<file path="config.mk">
export PLATFORM = sky130hd
export DESIGN_NAME = operand_stack
export DESIGN_NICKNAME = d
export VERILOG_FILES = /design/src/rtl/operand_stack.sv
export SDC_FILE = /design/constraint.sdc
export NUM_CORES = 1
export LEC_CHECK = 0
export BUFFER_PORTS_ARGS = -buffer_cell sky130_fd_sc_hd__buf_2
export CORE_ASPECT_RATIO = 1.4
export CORE_MARGIN = 1.5
export CORE_UTILIZATION = 40
export CTS_BUF_LIST = sky130_fd_sc_hd__clkbuf_4 sky130_fd_sc_hd__clkbuf_8
export DETAILED_ROUTE_END_ITERATION = 16
export GPL_TIMING_DRIVEN = 0
export MAX_ROUTING_LAYER = met4
export RECOVER_POWER = 50
export SKIP_CTS_REPAIR_TIMING = 1
export SLEW_MARGIN = 20
export SYNTH_ARGS = -nofsm -noshare
export SYNTH_HDL_FRONTEND = slang
export SYNTH_SLANG_ARGS = --single-unit
</file>
<file path="constraint.sdc">
create_clock -name clk -period 3.4 [get_ports clk]
set_input_delay 0.68 -clock clk [delete_from_list [all_inputs] [get_ports clk]]
set_output_delay 0.68 -clock clk [all_outputs]
set_load 0.005 [all_outputs]
</file>
<file path="src/rtl/operand_stack.sv">
// Operand stack: a LIFO whose top and next-of-top entries are always visible
// on the outputs. Requests that cannot be carried out (a push while full, or a
// pop while empty) are dropped and recorded in sticky overflow/underflow flags.
module operand_stack #(
  parameter int DATA_W = 8,
  parameter int DEPTH  = 16,
  parameter int CNT_W  = 5
) (
  input  logic              clk,
  input  logic              reset,
  input  logic              push,
  input  logic              pop,
  input  logic [DATA_W-1:0] data_to_push,
  input  logic              clr_err,
  output logic [DATA_W-1:0] data_from_stack,
  output logic [DATA_W-1:0] data_next,
  output logic [CNT_W-1:0]  count,
  output logic              empty,
  output logic              full,
  output logic              overflow,
  output logic              underflow
);

  localparam int AW = $clog2(DEPTH);

  typedef enum logic [1:0] {
    S_EMPTY  = 2'd0,
    S_ACTIVE = 2'd1,
    S_FULL   = 2'd2
  } state_t;

  state_t             state_q, state_d;
  logic [CNT_W-1:0]   count_q, count_d;
  logic               ovf_q, ovf_d;
  logic               unf_q, unf_d;
  logic [DATA_W-1:0]  mem_q [DEPTH];

  logic               we_s;
  logic [AW-1:0]      waddr_s;
  logic [AW-1:0]      top_idx_s;
  logic [AW-1:0]      next_idx_s;

  // Low address bits wrap naturally, so count=DEPTH still selects mem[DEPTH-1].
  assign top_idx_s  = count_q[AW-1:0] - AW'(1);
  assign next_idx_s = count_q[AW-1:0] - AW'(2);

  // Next-state, counter, flag and write-port decode for every push/pop combination.
  always_comb begin
    state_d = state_q;
    count_d = count_q;
    ovf_d   = clr_err ? 1'b0 : ovf_q;
    unf_d   = clr_err ? 1'b0 : unf_q;
    we_s    = 1'b0;
    waddr_s = count_q[AW-1:0];
    case (state_q)
      S_EMPTY: begin
        if (push) begin
          we_s    = 1'b1;
          waddr_s = {AW{1'b0}};
          count_d = CNT_W'(1);
          state_d = S_ACTIVE;
        end else begin
          we_s    = 1'b0;
        end
        if (pop) begin
          unf_d = 1'b1;
        end else begin
          unf_d = unf_d;
        end
      end
      S_ACTIVE: begin
        if (push && pop) begin
          we_s    = 1'b1;
          waddr_s = top_idx_s;
        end else if (push) begin
          we_s    = 1'b1;
          waddr_s = count_q[AW-1:0];
          count_d = count_q + CNT_W'(1);
          state_d = (count_q == CNT_W'(DEPTH - 1)) ? S_FULL : S_ACTIVE;
        end else if (pop) begin
          count_d = count_q - CNT_W'(1);
          state_d = (count_q == CNT_W'(1)) ? S_EMPTY : S_ACTIVE;
        end else begin
          we_s    = 1'b0;
        end
      end
      S_FULL: begin
        if (push && pop) begin
          we_s    = 1'b1;
          waddr_s = top_idx_s;
        end else if (push) begin
          ovf_d   = 1'b1;
        end else if (pop) begin
          count_d = count_q - CNT_W'(1);
          state_d = S_ACTIVE;
        end else begin
          we_s    = 1'b0;
        end
      end
      default: begin
        state_d = S_EMPTY;
        count_d = {CNT_W{1'b0}};
      end
    endcase
  end

  // Control state, entry count and sticky error flags.
  always_ff @(posedge clk or negedge reset) begin
    if (!reset) begin
      state_q <= S_EMPTY;
      count_q <= {CNT_W{1'b0}};
      ovf_q   <= 1'b0;
      unf_q   <= 1'b0;
    end else begin
      state_q <= state_d;
      count_q <= count_d;
      ovf_q   <= ovf_d;
      unf_q   <= unf_d;
    end
  end

  // Storage array; contents need no reset because count gates every read.
  always_ff @(posedge clk) begin
    if (we_s) begin
      mem_q[waddr_s] <= data_to_push;
    end
  end

  // Outputs read straight from storage so the ALU never waits for a read cycle.
  always_comb begin
    data_from_stack = (count_q != {CNT_W{1'b0}}) ? mem_q[top_idx_s] : {DATA_W{1'b0}};
    data_next       = (count_q >= CNT_W'(2))     ? mem_q[next_idx_s] : {DATA_W{1'b0}};
  end

  assign count     = count_q;
  assign empty     = (count_q == {CNT_W{1'b0}});
  assign full      = (count_q == CNT_W'(DEPTH));
  assign overflow  = ovf_q;
  assign underflow = unf_q;

endmodule

</file>
=== Yosys cells after proc, flatten, opt, wreduce, memory -nomap -nowiden ===
Memories as Yosys holds them, arrays and structs flattened.
Index checks and enable logic that the tools add are counted.

* Order comparisons: 1
* Equality and inequality tests: 11
* Bitwise gates (word level): 0
* Shift-type cells: 0
* Div/mod/pow operators: 0
* Add/subtract/negate cells: 4
* Reductions and logical operators: 7
* $mul: 0
* Multiplexer cells: 35

{| class="wikitable"
|+ Operator list
! kind !! count
|-
| two-way mux 5 bit || 6
|-
| two-way mux 2 bit || 8
|-
| two-way mux 8 bit || 2
|-
| one-hot mux 5 bit (3 select lines) || 1
|-
| two-way mux 1 bit || 13
|-
| inequality test 2 bit (second input constant) || 5
|-
| two-way mux 4 bit || 2
|-
| one-hot mux 4 bit (2 select lines) || 1
|-
| one-hot mux 2 bit (3 select lines) || 1
|-
| AND reduction 6 bit || 1
|-
| adder 5 x 1 -> 5 bit (second input constant) || 1
|-
| == test 5 x 1 -> 1 bit (second input constant) || 1
|-
| == test 5 x 4 -> 1 bit (second input constant) || 1
|-
| == test 5 bit (second input constant) || 1
|-
| greater-or-equal comparator 5 x 2 -> 1 bit (second input constant) || 1
|-
| zero test 5 bit || 1
|-
| nonzero test 5 bit || 1
|-
| subtractor 5 x 1 -> 5 bit (second input constant) || 1
|-
| AND reduction 4 bit || 1
|-
| subtractor 4 x 1 -> 4 bit (second input constant) || 1
|-
| subtractor 4 x 2 -> 4 bit (second input constant) || 1
|-
| inequality test 3 bit (second input constant) || 1
|-
| one-hot mux 1 bit (3 select lines) || 1
|-
| == test 2 x 1 -> 1 bit (second input constant) || 1
|-
| 4 further kinds || 4
|}

* Register bits: 9
* Output and inout bits: 25
* Latch bits: 0
* Bits in writable memories: 128
* ROM bits: 0
* Memories kept: 1
* Logic and storage cells: 63

{| class="wikitable"
|+ Memories
! memory !! words !! width !! rd ports !! clocked after Yosys merged registers in !! wr ports !! line !! text
|-
| mem_q || 16 || 8 || 2 || 0 || 1 || 36 || <nowiki>logic [DATA_W-1:0] mem_q [DEPTH];</nowiki>
|}

=== Longest topological paths before layout ===
Gate-level depths: netlist of run 1.

* Word-level depth: 6
* Mapped depth: 10

=== Worst setup path after synthesis of run 1 ===
OpenSTA, ideal clock, no wires.

* Kind: register -> output
* From: register count_q[0], in the netlist count[0]
* To: output port data_from_stack[4]
* Data arrival time: 2.378 ns
* Stages on the path, launching flop included: 10
* Path buffers: 4
* Slack: 0.342 ns
* Data required time: 2.720 ns
* Path through: dfrtp_1 > buf_6 > buf_4 > inv_1 > ha_1 > buf_4 > buf_2 > mux4_2 > mux2i_1 > o22ai_1

* Word-level cells in the longest chain between the ends: 3
* Elaborated cells between the ends (all ways): 4
* Classes of those cells: add/sub: 1; mux: 1; reduce/logical: 1; memory: 1

{| class="wikitable"
|+ RTL lines
! element !! line !! text
|-
| start, declared || 33 || <nowiki>logic [CNT_W-1:0] count_q, count_d;</nowiki>
|-
| start signal, assigned || 111 || <nowiki>count_q <= {CNT_W{1'b0}};</nowiki>
|-
| start signal, assigned || 116 || <nowiki>count_q <= count_d;</nowiki>
|-
| subtractor 4 x 1 -> 4 bit || 44 || <nowiki>assign top_idx_s = count_q[AW-1:0] - AW'(1);</nowiki>
|-
| memory (16 x 8 bit) || n/a ||
|-
| two-way mux 8 bit * || 131 || <nowiki>data_from_stack = (count_q != {CNT_W{1'b0}}) ? mem_q[top_idx_s] : {DATA_W{1'b0}};</nowiki>
|-
| end, declared || 15 || <nowiki>output logic [DATA_W-1:0] data_from_stack,</nowiki>
|}

Every way passes the cells marked *; elsewhere a longest branch is shown, timed or not.

=== Worst setup path in the final report of run 1 ===
* From: register count_q[0], in the netlist count[0]
* To: output port data_from_stack[0]

The elaborated chain is that of the path after synthesis.

==> results list, run 1 <==
* Outcome: finished with violations
- Violations in the final reports: setup timing
- After synthesis, the mean cell area works out to around 16 um^2.
* Clock latency at the later pin of the worst-skew pair: 0.46 ns
- After detailed routing, the average wire length per cell comes to between 20 and 25 um.
- Summed over all layers, the global routing overflow is 0.
* Global Route Usage Sum: roughly 22%
* Transition time at the pin with the least slew margin: roughly 1.1 ns
- DRC Markers: 0
* Classification of the worst setup path: flip-flop to output port
- On the final layout, the worst hold slack is around 0.16 ns.
* Net count, final: ~540
* Final WS setup: -0.1018 ns
- In this design, the stage delay of the slowest critical-path cell is 0.55 ns.
- Final design utilization: 47.95%
- The die is approximately 160 um tall.
- Launch point of the worst reg-to-reg path: state_q[0]
* Most used flip-flop cell after synthesis: sky130_fd_sc_hd__edfxtp_1
* CP max FO: 10
- Dividing the detail-routed via count by the number of cells gives 5.901.
* Total power: 8.355 mW
* CTS Root Cell: sky130_fd_sc_hd__clkbuf_8
* Final critical path time including I/O delays and setup: 3.502 ns
* Count of maximum capacitance violations: 0
- The number of global-route vias before repair came to 4,443.
- Walking the worst path, the cells encountered are buf_6 -> buf_12 -> clkinvlp_4 -> ha_4 -> buf_12 -> buf_16 -> mux4_2 -> mux2i_1 -> o22ai_1 -> buf_2.
* Cell with the most instances after synthesis: sky130_fd_sc_hd__edfxtp_1
- I/O Pins: 38
- Clock sink count: roughly 140
* Start point of the critical path: count[0]
- Total power per unit cell area: ~1000 mW/mm^2
- Worst Setup End Kind: output port
* Count of buffering cells on the critical path with inverters included: 6
- Of the post-synthesis cell area, the dominant cell type holds a little over half.
- At the end of routability-driven placement, the weighted congestion stood at between 0.9 and 1.
* Total nets after synthesis: ~460
* Cts bufs inserted: 17
- The min-delay analysis places its worst path in the category primary input to async pin.
* CTS tree: built
- The die is around 120 um wide.
* Antenna violations before repair: 0
* Yosys warning total: 0
- The floorplan has 57 rows.
- By count the netlist is led by sky130_fd_sc_hd__edfxtp_1, sky130_fd_sc_hd__mux4_2, sky130_fd_sc_hd__mux2i_1.
- Clock skew on the completed layout was measured at around 0.011 ns.
* Largest cells by area after synthesis: sky130_fd_sc_hd__edfxtp_1, sky130_fd_sc_hd__mux4_2, sky130_fd_sc_hd__mux2i_1
- Ant diodes: 0
- Area Growth Syn to Fin: 17.08%
- The largest total area in the synthesized netlist belongs to sky130_fd_sc_hd__edfxtp_1.
* DP Cell Count: approximately 700
- In this run the tightest slew margin relative to its limit is 24.67%.
* Worst path required time: 2.72 ns
- The H-tree was split into 4 levels.
* Worst path arrival time: 2.82 ns
* Fmax achieved: roughly 290 MHz
- Final routed wirelength across all metal layers: between 15 and 20 mm
* CTS max path bufs: 2
* Fraction of the cycle the final worst path needs: 103.0%
* Die outline area: roughly 0.019 mm^2
* Syn Inst Count: about 430
* Final setup viols: 7
* Slowest stage cell on the critical path: sky130_fd_sc_hd__mux4_2
- Post-placement worst setup slack: -0.4507 ns
- Global-route wire length before repair: roughly 28 mm
- Synth Register Bits: approximately 140
* Overall via count from detail_route: between 4,000 and 5,000
* Startpoint type of the worst setup path: flip-flop
- The first TritonRoute pass finished after 4 iterations.
- Most frequent cell on the critical path: sky130_fd_sc_hd__buf_12
* Area of the core: roughly 0.017 mm^2
- Clock edge transition at the registers on the reported setup and hold paths: about 0.08 ns
- Leak: approximately 2.8 nW
- Final instance count without filler cells: between 700 and 800
- For this configuration, the core starts out at a cell density of 40.95%.
- During placement, the flow inserted port buffers numbering 35.
- Async set or reset register ratio after synthesis: between 6 and 7%
- Pin count of the biggest net entering global routing: 17
* IR drop worst, VDD: 482.4 uV
* Proportion of synthesized chip area in sequential cells: about 57%
* Final antenna-violating net count: 0
* Share of cells above drive strength 1: a little over a third
* Number of flops mapped to enable cells by yosys: 128
* First-iteration detailed-routing DRC count: 417
- The final-report max-slew violation count is 0.
- HPWL after detailed placement: 13.22 mm
* RSZ-0062 raised after global routing: yes
- Post-synth cell types: 54
- On the critical path the largest part of the delay comes from buffers and inverters.
- The final number of hold-violating endpoints came to 0.
* Post-synthesis cell area: slightly above 0.007 mm^2
==> area by class of cell <==
class                      count  area [um^2]
tap                          236        295.3
sequential                   137         4070
clock buffer                  19        249.0
inverter                      12        55.05
timing repair buffer          59        364.1
multi-input combinational    251         2900
fill                        1554         9057
clock inverter                12        150.1
buffer                        32        260.3
==> state kept, by name, summed over array words and instances, names as in the netlist <==
signal     count
count          5
overflow       1
underflow      1
state_q        2
mem_q        128
==> where the power goes <==
group,switching [mW],internal (mW)
sequential,0.107,2.02
clock,0.646,0.734
combinational,2.51,2.33
==> per-stage QoR <==
step	setup TNS (ns)	area, um^2
5_1_grt	-1.295	8344
3_5_place_dp	-31.22	7626
2_1_floorplan	0	7127
3_3_place_gp	-36.73	7597
4_1_cts	-41.14	8025
6_report	-0.4761	8344
==> placed cells by master, fill, tap and decap left out, types with 7 or more instances in the layout <==
cell / instances
sky130_fd_sc_hd__a21oi_1: 15
sky130_fd_sc_hd__buf_2: 33
sky130_fd_sc_hd__buf_4: 26
sky130_fd_sc_hd__clkbuf_1: 17
sky130_fd_sc_hd__clkbuf_8: 17
sky130_fd_sc_hd__dfrtp_1: 8
sky130_fd_sc_hd__edfxtp_1: 128
sky130_fd_sc_hd__ha_1: 13
sky130_fd_sc_hd__inv_1: 9
sky130_fd_sc_hd__mux2i_1: 30
sky130_fd_sc_hd__mux4_2: 64
sky130_fd_sc_hd__nand2_1: 12
sky130_fd_sc_hd__nor2_1: 21
sky130_fd_sc_hd__o21ai_0: 7
sky130_fd_sc_hd__o22ai_1: 17
==> worst reg2reg max path: cells and delay by family, from the launching register on <==
| kind | cells | cell delay [ns] |
|---|---|---|
| and+or+nand+nor | 2 | 0.54 |
| AOI/OAI and AO/OA | 2 | 1.50 |
| DFF | 1 | 0.44 |
| buffers and inverters | 1 | 0.17 |
| adders and majority gates | 1 | 0.23 |
==> per-layer routing <==
layer	global-route usage, %	vias to the layer above	wire, um
li1	-	1939	-
met1	25.88	2317	7325
met2	36.07	181	9903
met3	4.302	36	920
met4	10.75	0	765
met5	-	-	0
==> cells by family (layout without fill, tap and decap cells) <==
logic type | after synthesis | count (layout) | share of synthesized area, %
XOR/XNOR | 5 | 5 | 0.6144
buffers and inverters | 44 | 134 | 3.125
multiplexers | 97 | 97 | 24.86
adder cells (fa/ha/maj) | 14 | 14 | 2.458
AND/OR/NAND/NOR | 63 | 63 | 4.512
flip-flops | 137 | 137 | 57.09
AO/OA/AOI/OAI | 72 | 72 | 7.338
==> worst paths after layout <==
kind | to | slack [ns] | depth (start not counted)
max in group asynchronous | count[1] | 2.86 | 1
min in group clk | underflow | 0.41 | 2
worst min register to register | underflow | 0.54 | 2
worst max register to register | mem_q[15][3] | 0.13 | 6
worst max-delay path | data_from_stack[0] | -0.10 | 10
worst min-delay path | count[2] | 0.16 | 1
Power figures use the tool's default switching activity.
==> run 2, diff against run 1 <==
--- a/config.mk
+++ b/config.mk
@@ -8,14 +8,16 @@
 export BUFFER_PORTS_ARGS = -buffer_cell sky130_fd_sc_hd__buf_2
 export CORE_ASPECT_RATIO = 1.4
 export CORE_MARGIN = 1.5
-export CORE_UTILIZATION = 40
+export CORE_UTILIZATION = 64
 export CTS_BUF_LIST = sky130_fd_sc_hd__clkbuf_4 sky130_fd_sc_hd__clkbuf_8
 export DETAILED_ROUTE_END_ITERATION = 16
 export GPL_TIMING_DRIVEN = 0
 export MAX_ROUTING_LAYER = met4
-export RECOVER_POWER = 50
+export PLACE_DENSITY = 0.83
+export RECOVER_POWER = 25
 export SKIP_CTS_REPAIR_TIMING = 1
 export SLEW_MARGIN = 20
 export SYNTH_ARGS = -nofsm -noshare
 export SYNTH_HDL_FRONTEND = slang
 export SYNTH_SLANG_ARGS = --single-unit
+export TNS_END_PERCENT = 30
==> results list, run 2 (synthesized netlist as in run 1, its figures left out) <==
- Outcome: finished with violations
- The final reports fail on setup timing.
- After detailed routing, the average wire length per cell comes to 28.50 um.
- Starting density of the core: about two thirds
- Fraction of the cycle the final worst path needs: 112.2%
- From synthesis to final layout, the design area changed by 16.29%.
* Fmax achieved: ~260 MHz
* I/O Pins: 38
- Leak: about 2.8 nW
- The register with the most flip-flops in the layout has 128 of them.
- For this run, the share of the core covered by cells in the final layout is approximately 76%.
* First-iteration detailed-routing DRC count: roughly 550
- For flop-to-flop paths, the worst setup slack is 0 ns.
* Worst path required time: 2.72 ns
- Start point of the critical path: count[0]
- Using the TritonRoute via totals, the vias-per-cell ratio works out to ~7.3.
* Count of maximum capacitance violations: 0
* Vias in the first global route: between 4,000 and 5,000
- Register with the most flip-flops: mem_q
- Antenna violations before repair: 0
- After detailed routing, the total wire length is 19.07 mm.
- Hold is met by about 0.17 ns.
- Grt ovf: 0
- Of the total power, the share spent switching nets is 40.05%.
- The clock passes through at most 2 buffers.
- Internal Pwr Total: around 5.2 mW
- The first global-routing pass estimated roughly 26 mm of wire.
- The initialized floorplan defines 45 standard-cell rows.
- The multi-input combinational cells in the finished layout cover a total of slightly below 0.003 mm^2.
* P_sw: 3.467 mW
* Final WS setup: -0.4144 ns
* Pin count of the biggest net entering global routing: 17
* Worst reg2reg path endpoint: mem_q[15][5]
- The worst setup path is captured at an output port.
* Overall via count from detail_route: around 4,900
- Clock sink count: 137
- Standard cell area after detailed placement: between 0.007 and 0.008 mm^2
* Most common cell after layout, fill and taps aside: sky130_fd_sc_hd__edfxtp_1
* Setup Skew: 0.01280 ns
* Final total negative setup slack: -1.295 ns
* Post-placement worst setup slack: -0.3589 ns
- Htree depth: 4
* Worst path arrival time: 3.13 ns
* Total power: 8.656 mW
- After legalization and detailed placement, the total HPWL measured between 10 and 15 mm.
- Die outline area: roughly 0.012 mm^2
- The floorplan step defined a core boundary enclosing roughly 0.011 mm^2.
* Total power per unit cell area: approximately 1000 mW/mm^2
* Pins Over Slew Limit: 0
* Global Route Usage Sum: between 30% and 40%
- Width of the die: approximately 92 um
- Sequential cells account for about 25% of the total power.
- The min-delay analysis places its worst path in the category primary input to async pin.
* Hold violation count in the final report: 0
* Classification of the worst setup path: flip-flop to output port
- The later pin in the worst-skew pair is clocked with a latency of around 0.45 ns.
* Clock Power Share: 16.0%
* CP max FO: 11
- VDD sags by at most 621.2 uV.
- Net count, final: 543
- Following the worst setup path forward leads to its endpoint at data_from_stack[1].
* Startpoint type of the worst setup path: flip-flop
- CTS Root Cell: sky130_fd_sc_hd__clkbuf_8
- FF-to-FF path depth: 10
- The pre-antenna-repair detailed-routing pass consisted of 5 iterations.
- DRC Markers: 0
* Leading cell types in the layout, fill and taps excluded: sky130_fd_sc_hd__edfxtp_1, sky130_fd_sc_hd__mux4_2, sky130_fd_sc_hd__buf_2
- During placement, the flow inserted port buffers numbering 35.
* Final antenna-violating net count: 0
- Clock tree synthesis inserted a total of 17 buffers.
- Final weighted congestion of routability-driven global placement: about 0.94
- Final instance count without filler cells: ~670
* Share of cells above drive strength 1: roughly two fifths
* CTS tree: built
* DP Cell Count: 610
* Die Y-Extent: about 130 um
- Transition time at the pin with the least slew margin: between 1 and 1.5 ns
* Flip-flop and latch area: 0.004071 mm^2
- Counting the fill cells in the layout gives roughly 630.
* Relative slew slack: 28.03%
* Gate power share: 59.4%
- Setup repair after global routing could not meet its margin everywhere.
* Launch point of the worst reg-to-reg path: count[0]
* Final setup viols: 11
* Final Cell Area: about 0.0083 mm^2
- The smallest clock period supported by the final layout is computed as between 3 and 4 ns.
- 0 antenna diodes ended up in the layout.
* Clock edge transition at the registers on the reported setup and hold paths: 0.09 ns
==> run 2: cell types whose count changed in the layout (fill, tap and decap cells not counted), sizes merged <==
cell    change
clkinv      +3
inv         -1
clkbuf      -5
buf         +9
==> run 2: per-layer routing <==
| layer | share of wire, % | vias up | track usage, % |
|---|---|---|---|
| met5 | 0 | - | - |
| met4 | 7.5 | 0 | 22.17 |
| met3 | 8.8 | 114 | 5.991 |
| met2 | 51 | 394 | 52.72 |
| met1 | 33 | 2407 | 38.50 |
| li1 | - | 1958 | - |
==> run 2: worst min path at each step <==
stage	to	slack, ns	cells after the start
4_1_cts	count[4]	0.07	1
5_1_grt	count[4]	0.18	1
3_5_place_dp	underflow	0.53	2
3_3_place_gp	overflow	0.52	2
6_report	count[4]	0.17	1
2_1_floorplan	count[0]	0.38	0
==> run 2: critical path: stages, from the launching register on <==
cell	delay, ns
sky130_fd_sc_hd__dfrtp_2	0.38
sky130_fd_sc_hd__buf_6	0.13
sky130_fd_sc_hd__buf_12	0.11
sky130_fd_sc_hd__clkinvlp_4	0.12
sky130_fd_sc_hd__ha_4	0.32
sky130_fd_sc_hd__buf_12	0.15
sky130_fd_sc_hd__buf_4	0.12
sky130_fd_sc_hd__mux4_2	0.51
sky130_fd_sc_hd__mux2i_1	0.49
sky130_fd_sc_hd__o22ai_1	0.16
sky130_fd_sc_hd__buf_2	0.17
==> run 2: layout make-up <==
cell class                 count  share of cell area, %
clock buffer                  17                  2.823
tap                          141                  2.129
timing repair buffer          65                  4.921
buffer                        32                  3.050
clock inverter                14                  2.098
multi-input combinational    251                  35.18
sequential                   137                  49.12
inverter                      12                 0.6793
==> run 2: power by group through the flow <==
stage / registers, mW / clock network [mW] / logic, mW
after floorplan: 2.13 / 0 / 2.89
after global placement: 2.14 / 0 / 4.04
after detailed placement: 2.16 / 0 / 4.11
after CTS: 2.12 / 1.38 / 4.13
after global routing: 2.14 / 1.45 / 5.33
final: 2.13 / 1.39 / 5.14
==> run 3, diff against run 2 <==
==> constraint.sdc (replaced) <==
create_clock -name clk -period 3.4 [get_ports clk]
set_input_delay 0.68 -clock clk [delete_from_list [all_inputs] [get_ports clk]]
set_output_delay 0.68 -clock clk [all_outputs]
set_load 0.05 [all_outputs]
==> results list, run 3 (synthesized netlist as in run 1, its figures left out) <==
- Outcome: finished with violations
- Violations in the final reports: setup timing
* Start point of the critical path: count[1]
* Pin count of the biggest net entering global routing: 17
- Transition time at the pin with the least slew margin: 1.026 ns
- Between clock sinks in the finished design, the worst skew comes to approximately 0.011 ns.
- In this run the deepest clock path goes through 2 buffers.
- Input and output buffers added on the ports amount to 35.
- The final route contains around 4,700 vias.
* Classification of the worst setup path: flip-flop to output port
- Worst path required time: 2.72 ns
* Final total negative setup slack: -0.5709 ns
- CTS tree: built
* Global-route wire length before repair: 27.10 mm
- Setup slack on the critical path of the routed design comes to -0.1109 ns.
- I/O Pins: 38
- Grt ovf: 0
- Fmax achieved: 284.8 MHz
* Hold violation count in the final report: 0
- Worst path arrival time: approximately 2.8 ns
- Die Y-Extent: around 130 um
- The finished cells cover 0.008446 mm^2.
- Pins Over Slew Limit: 0
- In this run the cell area measured after placement is about 0.0076 mm^2.
- Ant diodes: 0
- Leaving out fill and tap cells, the most frequent cell in the layout is sky130_fd_sc_hd__edfxtp_1.
- Cts bufs inserted: 17
- First-iteration detailed-routing DRC count: roughly 570
- STA classifies the critical path startpoint as a flip-flop.
- Antenna violations before repair: 0
* Htree depth: 4
- After layout, the minimum clock period comes to 3.511 ns.
- Width of the die: between 90 and 100 um
- RSZ-0062 raised after global routing: yes
- The number of global-route vias before repair came to around 4,700.
* Number of flip-flops in the largest register: about 130
- Clock sink count: 137
* HPWL after detailed placement: roughly 13 mm
- Worst Hold Class: primary input to async pin
- Relative to the synthesized area, the layout overhead comes to 18.50%.
- Final setup viols: 8
- Area of the core: 0.01087 mm^2
- The die covers around 0.012 mm^2.
* Worst reg2reg path endpoint: mem_q[11][3]
* Clock latency at the later pin of the worst-skew pair: 0.45 ns
- 1st-pass router iterations: 7
* Wire length per cell after detailed routing: roughly 29 um
- Post-placement worst setup slack: -0.6140 ns
* CP max FO: 5
- Count of maximum capacitance violations: 0
- DRC Markers: 0
- For this run, the post-layout net count is between 500 and 600.
- In the global route stage, overall resource usage came out at 34.31%.
- Launch point of the worst reg-to-reg path: count[1]
- Final weighted congestion of routability-driven global placement: 0.9205
* Clock edge transition at the registers on the reported setup and hold paths: ~0.08 ns
- Relative slew slack: between 30% and 40%
- Dividing the detail-routed via count by the number of cells gives 7.096.
* Register with the most flip-flops: mem_q
- CTS Root Cell: sky130_fd_sc_hd__clkbuf_8
- FF-to-FF path depth: 11
- The library cells used most frequently in the layout, excluding fill and tap cells, are sky130_fd_sc_hd__edfxtp_1, sky130_fd_sc_hd__mux4_2, sky130_fd_sc_hd__buf_2.
- # rows: 45
- STA classifies the critical path endpoint as an output port.
- The final layout contains routed wiring with a total length of 19.11 mm.
- Starting density of the core: between 60% and 70%
- Final antenna-violating net count: 0
- Slack of the worst reg-to-reg path: approximately 0.17 ns
- Share of cells above drive strength 1: between 40% and 50%
- Fraction of the cycle the final worst path needs: 103.3%
run 3: cell types whose count changed in the layout (fill, tap and decap cells not counted), sizes merged:
cell	previous run	this run
buf	78	74
clkbuf	36	40
clkinvlp	6	2
clkinv	6	9
bufinv	3	1
inv	11	10
run 3: per-stage QoR:
| step | utilization (%) | std cells | hold slack [ns] |
|---|---|---|---|
| final | 77.72 | 665 | 0.1768 |
| after global placement | 69.36 | 608 | 0.5144 |
| after detailed placement | 69.59 | 610 | 0.5469 |
| after CTS | 72.76 | 641 | 0.07127 |
| after floorplan | - | 432 | 0.3844 |
| after global routing | 77.72 | 665 | 0.1966 |
run 3: critical path, cell delays in order (launching register included):
cell	delay, ns
sky130_fd_sc_hd__dfrtp_2	0.43
sky130_fd_sc_hd__buf_6	0.13
sky130_fd_sc_hd__clkinvlp_4	0.13
sky130_fd_sc_hd__ha_4	0.33
sky130_fd_sc_hd__buf_12	0.13
sky130_fd_sc_hd__clkbuf_16	0.15
sky130_fd_sc_hd__mux4_2	0.50
sky130_fd_sc_hd__mux2i_2	0.24
sky130_fd_sc_hd__o22ai_2	0.15
sky130_fd_sc_hd__buf_6	0.19
run 3: how the worst max path moves through the flow:
stage,slack (ns),end,cells past startpoint
after floorplan,-0.15,data_next[1],6
after global placement,-0.58,data_from_stack[4],10
after detailed placement,-0.61,data_from_stack[4],10
after CTS,-1.10,data_from_stack[4],10
after global routing,-0.16,data_from_stack[3],11
final,-0.11,data_from_stack[0],9
run 3: cell type report:
cell class | instances | area (um^2)
Clock buffer | 21 | 264.0
Tap cell | 141 | 176.4
Buffer | 32 | 264.0
Timing Repair Buffer | 61 | 479.2
Inverter | 12 | 52.55
Sequential cell | 137 | 4071
Clock inverter | 10 | 80.08
Multi-Input combinational cell | 251 | 3058
Fill cell | 589 | 2421
run 3: metal layers:
metal | global-route usage (%) | routed length [um] | vias to the layer above
li1 | - | - | 1946
met1 | 38.83 | 6425 | 2326
met2 | 55.38 | 9760 | 373
met3 | 6.880 | 1462 | 74
met4 | 22.90 | 1457 | 0
met5 | - | 0 | -
Power of run 3 is left out: the tool's default activity adds up to more than one toggle a clock period on the data nets, which glitch-free logic cannot reach.
